`src/rtl/avalon_harvard_bridge.sv`:
```
// Serialises a Harvard CPU's instruction fetch and data access onto one Avalon-MM master port.
// Each instruction takes FETCH -> DATA -> COMMIT, with a stall watchdog that traps into ERROR.
module avalon_harvard_bridge #(
  parameter int STALL_LIMIT = 1023
) (
  input  logic        clk,
  input  logic        reset,
  input  logic        active,
  input  logic [31:0] instr_address,
  output logic [31:0] instr_readdata,
  input  logic [31:0] data_address,
  input  logic        data_read,
  input  logic        data_write,
  input  logic [31:0] data_writedata,
  output logic [31:0] data_readdata,
  output logic        clk_enable,
  output logic [31:0] avm_address,
  output logic        avm_read,
  output logic        avm_write,
  output logic [31:0] avm_writedata,
  output logic [3:0]  avm_byteenable,
  input  logic [31:0] avm_readdata,
  input  logic        avm_waitrequest,
  output logic        bus_error,
  output logic [2:0]  state_dbg
);

  localparam int CNT_W = ($clog2(STALL_LIMIT + 1) > 10) ? $clog2(STALL_LIMIT + 1) : 10;
  localparam logic [CNT_W-1:0] LAST_STALL = CNT_W'(STALL_LIMIT - 1);

  typedef enum logic [2:0] {
    IDLE   = 3'd0,
    FETCH  = 3'd1,
    DATA   = 3'd2,
    COMMIT = 3'd3,
    HALT   = 3'd4,
    ERROR  = 3'd5
  } state_t;

  state_t           state, state_next;
  logic [CNT_W-1:0] stall_cnt, stall_cnt_next;
  logic             cmd_active;

  assign avm_byteenable = 4'b1111;
  assign state_dbg      = state;

  // Handshake: a command (avm_read or avm_write) is offered while cmd_active is high and is
  // accepted on the first cycle with avm_waitrequest low. Commands derive from the CPU's inputs,
  // which stay stable because clk_enable is low until COMMIT.
  always_comb begin
    state_next     = state;
    stall_cnt_next = '0;
    cmd_active     = 1'b0;
    avm_read       = 1'b0;
    avm_write      = 1'b0;
    avm_address    = 32'd0;
    avm_writedata  = 32'd0;
    clk_enable     = 1'b0;
    bus_error      = 1'b0;
    case (state)
      IDLE: state_next = FETCH;
      FETCH: begin
        cmd_active  = 1'b1;
        avm_read    = 1'b1;
        avm_address = {instr_address[31:2], 2'b00};
        if (!avm_waitrequest) state_next = DATA;
      end
      DATA: begin
        if (data_write) begin
          cmd_active    = 1'b1;
          avm_write     = 1'b1;
          avm_writedata = data_writedata;
          avm_address   = {data_address[31:2], 2'b00};
        end else if (data_read) begin
          cmd_active  = 1'b1;
          avm_read    = 1'b1;
          avm_address = {data_address[31:2], 2'b00};
        end
        if (!cmd_active || !avm_waitrequest) state_next = COMMIT;
      end
      COMMIT: begin
        clk_enable = 1'b1;
        state_next = active ? FETCH : HALT;
      end
      HALT:    state_next = HALT;
      ERROR:   bus_error  = 1'b1;
      default: state_next = IDLE;
    endcase
    // The command stays up through the final stall cycle; ERROR drops it on the next cycle.
    if (cmd_active && avm_waitrequest) begin
      if (stall_cnt == LAST_STALL) state_next = ERROR;
      else stall_cnt_next = stall_cnt + 1'b1;
    end
  end

  always_ff @(posedge clk) begin
    if (reset) begin
      state          <= IDLE;
      stall_cnt      <= '0;
      instr_readdata <= 32'd0;
      data_readdata  <= 32'd0;
    end else begin
      state     <= state_next;
      stall_cnt <= stall_cnt_next;
      if (state == FETCH && !avm_waitrequest) instr_readdata <= avm_readdata;
      if (state == DATA && avm_read && !avm_waitrequest) data_readdata <= avm_readdata;
    end
  end

endmodule

```
`config.mk`:
```
export PLATFORM = sky130hd
export DESIGN_NAME = avalon_harvard_bridge
export DESIGN_NICKNAME = d
export VERILOG_FILES = /design/src/rtl/avalon_harvard_bridge.sv
export SDC_FILE = /design/constraint.sdc
export NUM_CORES = 1
export LEC_CHECK = 0
export BUFFER_PORTS_ARGS = -buffer_cell sky130_fd_sc_hd__buf_4
export CAP_MARGIN = 20
export CORE_AREA = 4 4 103 105
export DETAILED_ROUTE_END_ITERATION = 6
export DIE_AREA = 0 0 107 109
export GPL_TIMING_DRIVEN = 0
export PLACE_DENSITY = 0.79
export SYNTH_ARGS = -nofsm -noshare
export SYNTH_HDL_FRONTEND = slang
export SYNTH_SLANG_ARGS = --single-unit
```
`constraint.sdc`:
```
create_clock -name clk -period 2.4 [get_ports clk]
set_clock_uncertainty 0.15 [all_clocks]
set_input_delay 0.12 -clock clk [delete_from_list [all_inputs] [get_ports clk]]
set_output_delay 0.12 -clock clk [all_outputs]
set_load 0.03 [all_outputs]
```
## Word level (Yosys, flattened, before mapping)

Cells that the tools add are included.

- Multiply operators: 0
- Divide/modulo/power cells: 0
- Multiplexer cells: 21
- $lt $le $gt $ge: 0
- Equal/unequal tests: 6
- Reduce and logical (&&, ||, !) cells: 9
- Add/subtract/negate cells: 1
- Bitwise operators: 1
- Shifts and indexed selects: 0

Operators with widths:

| kind | count |
|---|---|
| $mux W32 | 4 |
| $pmux W32 S2 | 1 |
| $pmux W3 S6 | 1 |
| $mux W3 | 5 |
| $add A10 B1 Y10 const B | 1 |
| $eq A10 B10 Y1 const B | 1 |
| $mux W1 | 8 |
| $eq A3 B2 Y1 const B | 2 |
| $eq A3 B3 Y1 const B | 2 |
| $logic_and A1 B1 Y1 | 4 |
| $pmux W1 S2 | 2 |
| $eq A3 B1 Y1 const B | 1 |
| $logic_not A3 Y1 | 1 |
| $reduce_or A3 Y1 | 1 |
| $logic_not A1 Y1 | 2 |
| $logic_or A1 B1 Y1 | 1 |
| $not A1 Y1 | 1 |

- Latch bits: 0
- Register bits after elaboration: 77
- Bits in read-only memories: 0
- Logic and storage cells: 42
- Input port bits: 134
- Memory bits (writable): 0
- Memories kept: 0
- Output and inout port bits: 139

## Depth between registers and ports, before layout

Gate-level depths: netlist of the first run.

- Word-level depth: 9
- Mapped depth: 7
- Depth with buffers taken out: 6

## Worst setup path after synthesis of the first run

OpenSTA, ideal clock, no wires.

- Path kind: register to output
- Start: register state[1], in the netlist state_dbg[1]
- End: output avm_writedata[22]
- Path buffers: 2
- Setup slack: 0.033 ns
- Stages on the path, launching flop included: 6
- Required time: 2.130 ns
- Arrival time: 2.097 ns
- Cell sequence: dfxtp_1 or3b_1 buf_2 nor2_1 clkbuf_1 and2_1

- Word-level cells in the longest chain between the ends: 2

Ends and longest elaborated chain:

| what | RTL line | source |
|---|---|---|
| start: declaration | 40 | `state_t state, state_next;` |
| start signal: assignment | 103 | `state <= state_next;` |
| $eq A3 B2 Y1 | 60 | `case (state)` |
| $mux W32 | 60 |  |
| end: declaration | 20 | `output logic [31:0] avm_writedata,` |

Every way passes these cells.

## Worst setup path after layout of the first run

- Start: register state[1], in the netlist state_dbg[1]
- End: register data_readdata[26]

- Word-level cells in the longest chain between the ends: 4
- Elaborated cells between the ends (all ways): 5
- Those cells by class: eq/ne (2); mux (1); reduce/logical (2)

Ends and longest elaborated chain:

| what | RTL line | source |
|---|---|---|
| $eq A3 B2 Y1 or $eq A3 B1 Y1 (tied branches) | 60, 106 |  |
| $pmux W1 S2 | 60 |  |
| $logic_and A1 B1 Y1 (*) (2 in a row) | 106 | `if (state == DATA && avm_read && !avm_waitrequest) data_readdata <= avm_readdata;` |
| end signal: assignment | 106 |  |
| end: declaration | 15 | `output logic [31:0] data_readdata,` |

Every way passes the cells marked *; elsewhere a longest branch is shown, timed or not.
A chain may end at the register's enable or synchronous reset.

==> results.json, run 1 <==
{
  "wl_per_cell_microns": 16.29,
  "row_count": 36,
  "die_w_microns": 107,
  "netSwitchingFraction": 0.2922,
  "fp.coreArea_sq_um": 9639,
  "p_leak_nw": 2.836,
  "wl_microns": 14510,
  "synth_area_leaders": "dfxtp_1 (43%), nand2_1 (11%), a21oi_2 (7.3%)",
  "cts-buffers-inserted": 9,
  "n_antenna_cell": 0,
  "power_switching_w": 0.0009542,
  "yosys-top-cells-count": "nand2_1 (103), dfxtp_1 (77), a21oi_1 (38)",
  "synth-seq-cells": 77,
  "io_buffers": 262,
  "cts.sinks": 77,
  "worstSetupPathType": "flip-flop to flip-flop",
  "synth_top_area_frac": 0.4263,
  "cts_buffer_depth": 2,
  "drt_iter0_markers": 218,
  "start_util": 0.3751,
  "irDropWorstVdd_mv": 0.2706,
  "cts_tree": "done",
  "ys.flop_type": "dfxtp_1",
  "cts_setup_buffers": 0,
  "powerDensity_nw_per_um2": 512.8,
  "start_kind": "flip-flop",
  "grt_first_pass_wirelength_microns": 22330,
  "viasPerCell": 4.725,
  "setup_tns_ns": 0,
  "fin_crit_ns": 2.254,
  "cp.arrival_ns": 2.39,
  "p_seq_frac": 0.410,
  "drive_gt1_frac": 0.4802,
  "clkPwrFrac": 0.328,
  "clockRootBuffer": "clkbuf_8",
  "maxCapViolations": 0,
  "grt_use_total": 0.2444,
  "status": "completed",
  "worst_hold_path_type": "input port to flip-flop",
  "syn-mean-instance-area_sq_um": 8.181,
  "m1WireLength_microns": 5272,
  "min_path_cells": 4,
  "dp.final_hpwl_microns": 11600,
  "synthArstFlopShare": 0,
  "grt_pass1_vias": 4452,
  "dr.pass1.iters": 4,
  "fill_cells": 858,
  "period_share": 0.9392,
  "boundaryPins": 273,
  "cp-end-kind": "flip-flop",
  "drtAntennaViolNets": 0,
  "topRoutingLayerUsed": "met4",
  "synth.distinct_cells": 33,
  "seq_area_sq_um": 1543,
  "synthCells": 442,
  "synth_most_common_cell": "nand2_1",
  "drc": 0,
  "fin_util": 0.6607,
  "p_total_w": 0.003266,
  "route.vias.total": 4210,
  "syn-cell-area_sq_um": 3616,
  "multiInputGateArea_sq_um": 1891,
  "drv_slew": 0,
  "synth_area_leader_cell": "dfxtp_1",
  "critPathMaxFanout": 10,
  "tightest_slew_ns": 0.7152,
  "h-tree-depth": 3,
  "wl_met2_microns": 7683,
  "path_clk_slew_ns": 0.07,
  "cp.required_ns": 2.53,
  "yosys_warnings": 0,
  "clock_latency_ns": 0.35,
  "reg2regPathDepth": 6,
  "syn_to_final_growth_pct": 76.12,
  "die_h_microns": 109,
  "dieArea_sq_um": 11660,
  "gp_congestion": 0.8237,
  "antenna_found_initial": 0,
  "grt_max_degree": 13,
  "max_freq_mhz": 443.6,
  "nNetsFinal": 890,
  "met3_wirelength_microns": 1176,
  "power_frac_comb": 0.262,
  "seq_area_frac_synth": 0.4263,
  "setup_viol": 0,
  "grt_overflow": 0,
  "p_int_w": 0.002311,
  "hold_violations": 0,
  "rsz0062_at_grt": "false",
  "synth_edf_count": 0,
  "worst_slew_margin_rel": 0.5232
}
repair_timing:
action,in CTS,in global routing
setup endpoints to repair,60,60
gates cloned,0,0
resized for setup,10,17
hold endpoints to repair,65,0
hold buffers,35,0
worst max-delay path: stages, from the launching register on:
cell     delay, ns
dfxtp_2       0.41
or3b_1        0.35
buf_2         0.18
nor4b_2       0.51
buf_2         0.33
nand2_1       0.12
a21oi_2       0.13
stage by stage:
stage / setup slack [ns] / cell area [sq um] / hold slack [ns] / std cells
final: 0.1459 / 6369 / 0.09607 / 891
after global routing: 0.02181 / 6369 / 0.09487 / 891
after CTS: 0.004074 / 6347 / 0.08251 / 891
after detailed placement: 0.09340 / 5764 / 0.2353 / 841
after global placement: 0.1264 / 5764 / 0.2296 / 841
after floorplan: 0.03278 / 3631 / 0.1060 / 446
routing by layer:
| layer | up-vias | track usage |
|---|---|---|
| li1 | 2076 | - |
| met4 | 0 | 0.1096 |
| met2 | 176 | 0.4555 |
| met1 | 1930 | 0.2519 |
| met5 | - | 0 |
| met3 | 28 | 0.07401 |
path summary, 6_finish.rpt:
| kind | endpoint | slack, ns | from |
|---|---|---|---|
| min | data_readdata[23]$_SDFFE_PP0P_ | 0.1 | data_read |
| max reg2reg | data_readdata[26]$_SDFFE_PP0P_ | 0.15 | state_dbg[1]$_SDFF_PP0_ |
| min reg2reg | instr_readdata[9]$_SDFFE_PP0P_ | 0.31 | instr_readdata[9]$_SDFFE_PP0P_ |
| max | data_readdata[26]$_SDFFE_PP0P_ | 0.15 | state_dbg[1]$_SDFF_PP0_ |
power groups by stage:
stage | sequential (W) | clock (W) | combinational [W]
2_1_floorplan | 0.00143 | 0 | 0.000343
3_3_place_gp | 0.00137 | 0 | 0.000790
3_5_place_dp | 0.00137 | 0 | 0.000800
4_1_cts | 0.00134 | 0.00109 | 0.000853
5_1_grt | 0.00134 | 0.00114 | 0.000910
6_report | 0.00134 | 0.00107 | 0.000855
kinds of logic after synthesis:
| family | Yosys count | synth area share |
|---|---|---|
| XOR/XNOR | 8 | 0.01938 |
| buffers and inverters | 44 | 0.06055 |
| flip-flops | 77 | 0.4263 |
| AO/OA/AOI/OAI | 103 | 0.2073 |
| other | 2 | 0.002077 |
| adder cells (fa/ha/maj) | 2 | 0.006919 |
| AND/OR/NAND/NOR | 206 | 0.2775 |
final cells by class:
| type | count | area share |
|---|---|---|
| Clock inverter | 4 | 0.01139 |
| Clock buffer | 11 | 0.02220 |
| Inverter | 5 | 0.002947 |
| Multi-Input combinational cell | 325 | 0.2969 |
| Buffer | 39 | 0.03438 |
| Sequential cell | 77 | 0.2422 |
| Tap cell | 133 | 0.02613 |
| Timing Repair Buffer | 297 | 0.3639 |
state kept, by name, indices dropped and copies added (netlist names):
signal          flops
data_readdata      32
instr_readdata     32
stall_cnt          10
state_dbg           3
layout by cell type, fill, tap and decap left out, types with 3 or more instances in the layout:
cell type and count:
buf_2 6, nor2_1 15, and2_1 33, clkbuf_1 17, buf_6 3, xnor2_1 5
a22o_1 30, conb_1 6, nand2_1 103, a21oi_2 30, buf_4 271, a21oi_1 38
clkbuf_8 10, dfxtp_1 76, dlygate4sd3_1 35, clkbuf_2 4, nor3_1 5, xor2_1 3
nand2_2 30, nand3_1 4, inv_1 5
(Power assumes the default switching activity.)
==> inputs of run 2 (changes only) <==
--- a/config.mk
+++ b/config.mk
@@ -11,7 +11,7 @@
 export DETAILED_ROUTE_END_ITERATION = 6
 export DIE_AREA = 0 0 107 109
 export GPL_TIMING_DRIVEN = 0
-export PLACE_DENSITY = 0.79
+export PLACE_DENSITY_LB_ADDON = 0.08
 export SYNTH_ARGS = -nofsm -noshare
 export SYNTH_HDL_FRONTEND = slang
 export SYNTH_SLANG_ARGS = --single-unit
==> run 2 against run 1 <==
Compared with the run above:
- core utilization down 0.065 points
- sequential power about the same
- hold slack better by 0.0075 ns
- die area unchanged
- wire length down 4.2%
- global-route usage down 1.8 points
- critical path depth unchanged
- clock-buffer cell count unchanged
- sequential share of layout area about the same
- register-to-register slack better by 0.08 ns
- worst setup slack worse by 0.025 ns
- via count down 2.9%
==> results.json, run 2 (synthesized netlist as in run 1, its figures left out) <==
{
  "cts_tree": "done",
  "layout_commonest_cell": "buf_4",
  "io_buffers": 262,
  "start_kind": "flip-flop",
  "cp.required_ns": 2.13,
  "multiInputGateArea_sq_um": 1881,
  "fill_cells": 876,
  "irDropWorstVdd_mv": 0.3033,
  "p_leak_nw": 2.829,
  "cts_buffer_depth": 2,
  "boundaryPins": 273,
  "cts_setup_buffers": 0,
  "wl_per_cell_microns": 15.59,
  "worstSetupPathType": "flip-flop to primary output",
  "syn_to_final_growth_pct": 75.95,
  "viasPerCell": 4.582,
  "nNetsFinal": 890,
  "drv_slew": 0,
  "gp_congestion": 0.8761,
  "drc": 0,
  "worst_hold_path_type": "input port to flip-flop",
  "fin_util": 0.6600,
  "clockRootBuffer": "clkbuf_8",
  "critPathMaxFanout": 10,
  "start_util": 0.3751,
  "fin_crit_ns": 2.279,
  "cp-end-kind": "primary output",
  "cts.sinks": 77,
  "grt_overflow": 0,
  "grt_max_degree": 14,
  "grt_use_total": 0.2263,
  "drive_gt1_frac": 0.4783,
  "setup_viol": 0,
  "fp.coreArea_sq_um": 9639,
  "path_clk_slew_ns": 0.07,
  "dp.final_hpwl_microns": 10980,
  "dieArea_sq_um": 11660,
  "grt_pass1_vias": 4175,
  "status": "completed",
  "most-common-layout-cells": "buf_4 (269), nand2_1 (103), dfxtp_1 (76)",
  "reg.largest.list": "data_readdata (32), instr_readdata (32), stall_cnt (10)",
  "antenna_found_initial": 0,
  "clock_latency_ns": 0.34,
  "row_count": 36,
  "hold_violations": 0,
  "tightest_slew_ns": 0.7194,
  "drt_iter0_markers": 182,
  "dr.pass1.iters": 4,
  "maxCapViolations": 0,
  "seq_area_sq_um": 1543,
  "grt_first_pass_wirelength_microns": 20930,
  "h-tree-depth": 3,
  "worst_slew_margin_rel": 0.5167,
  "stdcell_area_sq_um": 6362,
  "setup_tns_ns": 0,
  "placed_area_sq_um": 5764,
  "cp.arrival_ns": 2.01,
  "rsz0062_at_grt": "true",
  "period_share": 0.9495,
  "drtAntennaViolNets": 0,
  "powerDensity_nw_per_um2": 510.5,
  "wl_microns": 13900,
  "max_freq_mhz": 438.8,
  "p_total_w": 0.003248,
  "die_h_microns": 109,
  "cts-buffers-inserted": 9,
  "die_w_microns": 107,
  "n_antenna_cell": 0,
  "route.vias.total": 4087
}
==> run 2: cell count changes in the layout (fill, tap and decap cells not counted), sizes merged <==
cell / delta
buf: -3
clkbuf: +3
clkinv: +1
==> run 2: worst paths after layout <==
path | start | endpoint | slack [ns] | depth (start not counted)
max | state_dbg[1]$_SDFF_PP0_ | avm_writedata[13] | 0.12 | 6
min | data_read | data_readdata[23]$_SDFFE_PP0P_ | 0.10 | 4
max reg2reg | state_dbg[1]$_SDFF_PP0_ | data_readdata[14]$_SDFFE_PP0P_ | 0.23 | 6
min reg2reg | instr_readdata[10]$_SDFFE_PP0P_ | instr_readdata[10]$_SDFFE_PP0P_ | 0.31 | 2
==> run 2: critical path, cell delays in order (launching register included) <==
cell and delay [ns]:
dfxtp_2 0.41, or3b_1 0.35, buf_2 0.17, nor2_2 0.19, buf_2 0.22, and2_1 0.15
buf_4 0.16
==> run 2: layout make-up <==
cell class              count  area share
plain buffers              39     0.03461
flip-flops and latches     77      0.2425
repair buffers            297      0.3642
multi-input cells         325      0.2956
inverters                   5    0.002950
clock buffers              11     0.02065
clock inverters             5     0.01337
well taps                 133     0.02616
==> run 2: timing repair <==
action / 4_1_cts / 5_1_grt
setup endpoints to repair: 60 / 41
hold buffers: 35 / 0
gates resized for setup: 11 / 10
pin swaps: 0 / 0
hold endpoints to repair: 65 / 0
==> run 2: where the power goes <==
part / total (W) / internal, W / leakage, nW / switching [W]
Sequential: 0.00134 / 0.00131 / 0.624 / 0.0000257
Clock: 0.00106 / 0.000590 / 0.104 / 0.000474
Combinational: 0.000844 / 0.000389 / 2.10 / 0.000455
==> run 2: metal layers <==
| layer | part of all wire | global-route usage |
|---|---|---|
| met5 | 0 | 0 |
| met4 | 0.012 | 0.05479 |
| met2 | 0.52 | 0.4123 |
| met1 | 0.40 | 0.2626 |
| met3 | 0.071 | 0.06394 |
==> run 2: through the flow <==
stage	worst slack, ns	instances	hold slack [ns]
floorplan	0.03278	446	0.1060
global placement	0.1693	841	0.2302
detailed placement	0.1518	841	0.2376
CTS	0.003035	892	0.08277
global route	-0.005340	892	0.1179
finish	0.1211	892	0.1036
==> inputs of run 3 (changes only) <==
--- a/config.mk
+++ b/config.mk
@@ -7,9 +7,11 @@
 export LEC_CHECK = 0
 export BUFFER_PORTS_ARGS = -buffer_cell sky130_fd_sc_hd__buf_4
 export CAP_MARGIN = 20
-export CORE_AREA = 4 4 103 105
+export CELL_PAD_IN_SITES_DETAIL_PLACEMENT = 1
+export CELL_PAD_IN_SITES_GLOBAL_PLACEMENT = 1
+export CORE_MARGIN = 4
+export CORE_UTILIZATION = 27
 export DETAILED_ROUTE_END_ITERATION = 6
-export DIE_AREA = 0 0 107 109
 export GPL_TIMING_DRIVEN = 0
 export PLACE_DENSITY_LB_ADDON = 0.08
 export SYNTH_ARGS = -nofsm -noshare
==> run 3 against run 2 <==
Compared with the run above:
- cell count up 4.5%
- hold slack worse by 0.089 ns
- critical path depth unchanged
- cell area up 1.7%
- largest power group unchanged
==> results.json, run 3 (synthesized netlist as in run 1, its figures left out) <==
{
  "status": "completed",
  "dieArea_sq_um": 15310,
  "start_util": 0.2741,
  "io_buffers": 262,
  "h-tree-depth": 3,
  "row_count": 42,
  "min_path_cells": 4,
  "rrSetupSlack_ns": 0.26,
  "boundaryPins": 273,
  "period_share": 0.9444,
  "path_clk_slew_ns": 0.06,
  "tightest_slew_ns": 0.7666,
  "drive_gt1_frac": 0.4841,
  "hold_violations": 0,
  "die_h_microns": 123.7,
  "layout_commonest_cell": "buf_4",
  "p_leak_nw": 2.868,
  "reg2regPathDepth": 7,
  "grt_first_pass_wirelength_microns": 23470,
  "antenna_found_initial": 0,
  "clockRootBuffer": "clkbuf_16",
  "most-common-layout-cells": "buf_4 (269), nand2_1 (103), dfxtp_1 (76)",
  "grt_pass1_vias": 4375,
  "fp.coreArea_sq_um": 13190,
  "wl_per_cell_microns": 16.99,
  "n_antenna_cell": 0,
  "die_w_microns": 123.7,
  "drt_iter0_markers": 126,
  "cpMaxStageDelayCell": "dfxtp_2",
  "setup_viol": 0,
  "viasPerCell": 4.519,
  "powerDensity_nw_per_um2": 541.3,
  "clock_latency_ns": 0.33,
  "min-delay-start": "active",
  "fin_util": 0.4905,
  "gp_congestion": 0.8671,
  "drv_slew": 0,
  "syn_to_final_growth_pct": 78.93,
  "maxCapViolations": 0,
  "grt_use_total": 0.2014,
  "rsz0062_at_grt": "false",
  "cts_tree": "done",
  "drc": 0,
  "cp_slowest_stage_delay_ns": 0.39,
  "critPathMaxFanout": 10,
  "worst_slew_margin_rel": 0.4889,
  "cts_buffer_depth": 2,
  "r2r-start": "state_dbg[1]$_SDFF_PP0_",
  "cts-buffers-inserted": 9,
  "worstSetupPathType": "flip-flop to primary output",
  "grt_overflow": 0,
  "path_cells": "or3b_1, buf_2, nor2_2, clkbuf_2, a22o_1, buf_4",
  "cp.required_ns": 2.13,
  "wl_microns": 15840,
  "reg.largest.list": "data_readdata (32), instr_readdata (32), stall_cnt (10)",
  "hold_end": "state_dbg[2]$_SDFF_PP0_",
  "setup_tns_ns": 0,
  "cp.arrival_ns": 2.00,
  "worst_hold_path_type": "input port to flip-flop",
  "cts.sinks": 77,
  "nNetsFinal": 888,
  "r2r-end": "data_readdata[12]$_SDFFE_PP0P_",
  "dr.pass1.iters": 4,
  "p_total_w": 0.003502,
  "start_kind": "flip-flop",
  "fin_crit_ns": 2.266,
  "irDropWorstVdd_mv": 0.3854,
  "drtAntennaViolNets": 0,
  "grt_max_degree": 13,
  "route.vias.total": 4212,
  "max_freq_mhz": 441.2,
  "cp-end-kind": "primary output",
  "dp.final_hpwl_microns": 12660
}
-- run 3: power breakdown --
| part | switching [W] | internal, W | leakage, nW |
|---|---|---|---|
| Clock | 0.000515 | 0.000794 | 0.138 |
| Combinational | 0.000464 | 0.000388 | 2.11 |
| Sequential | 0.0000251 | 0.00132 | 0.624 |
-- run 3: worst max path at each step --
stage | from | to | cells after the start
floorplan | state_dbg[1]$_SDFF_PP0_ | avm_writedata[22] | 5
global placement | state_dbg[1]$_SDFF_PP0_ | data_readdata[1]$_SDFFE_PP0P_ | 6
detailed placement | state_dbg[1]$_SDFF_PP0_ | avm_address[4] | 6
CTS | state_dbg[2]$_SDFF_PP0_ | avm_address[4] | 5
global route | state_dbg[1]$_SDFF_PP0_ | avm_writedata[14] | 6
finish | state_dbg[1]$_SDFF_PP0_ | avm_address[26] | 6
-- run 3: metal layers --
layer / part of all wire / vias to the layer above / GRT usage
met3: 0.092 / 20 / 0.07130
li1: - / 2072 / -
met4: 0.024 / 0 / 0.07128
met2: 0.53 / 165 / 0.3751
met1: 0.35 / 1955 / 0.2065
met5: 0 / - / 0
-- run 3: cell type report --
cell class                 instances  area, sq um
buffer                            39        215.2
clock buffer                      10        229.0
clock inverter                     5        52.55
fill                            1631         6720
inverter                           5        18.77
multi-input combinational        325         1894
sequential                        77         1543
tap                              176        220.2
timing repair buffer             295         2297
-- run 3: per-stage QoR --
step           cell area (sq um)  hold slack [ns]  std cells  setup WS, ns
3_5_place_dp                5818           0.2378        884        0.1449
2_1_floorplan               3631           0.1060        446       0.03278
6_report                    6470          0.01448        932        0.1335
5_1_grt                     6470          0.05298        932      0.002913
3_3_place_gp                5818           0.2323        884        0.1552
4_1_cts                     6449         0.004802        932       0.01959
-- run 3: critical path: cells and delay by family, from the launching register on --
kind | cells | cell delay [ns]
AND/OR/NAND/NOR | 2 | 0.51
flip-flops | 1 | 0.39
buffers and inverters | 3 | 0.60
AO/OA/AOI/OAI | 1 | 0.17
-- run 3: timing repair --
item                       4_1_cts  5_1_grt
setup buffers                    0        0
hold endpoints to repair        64        0
setup endpoints to repair       59       46
hold buffers                    33        0
resized for setup               10       12
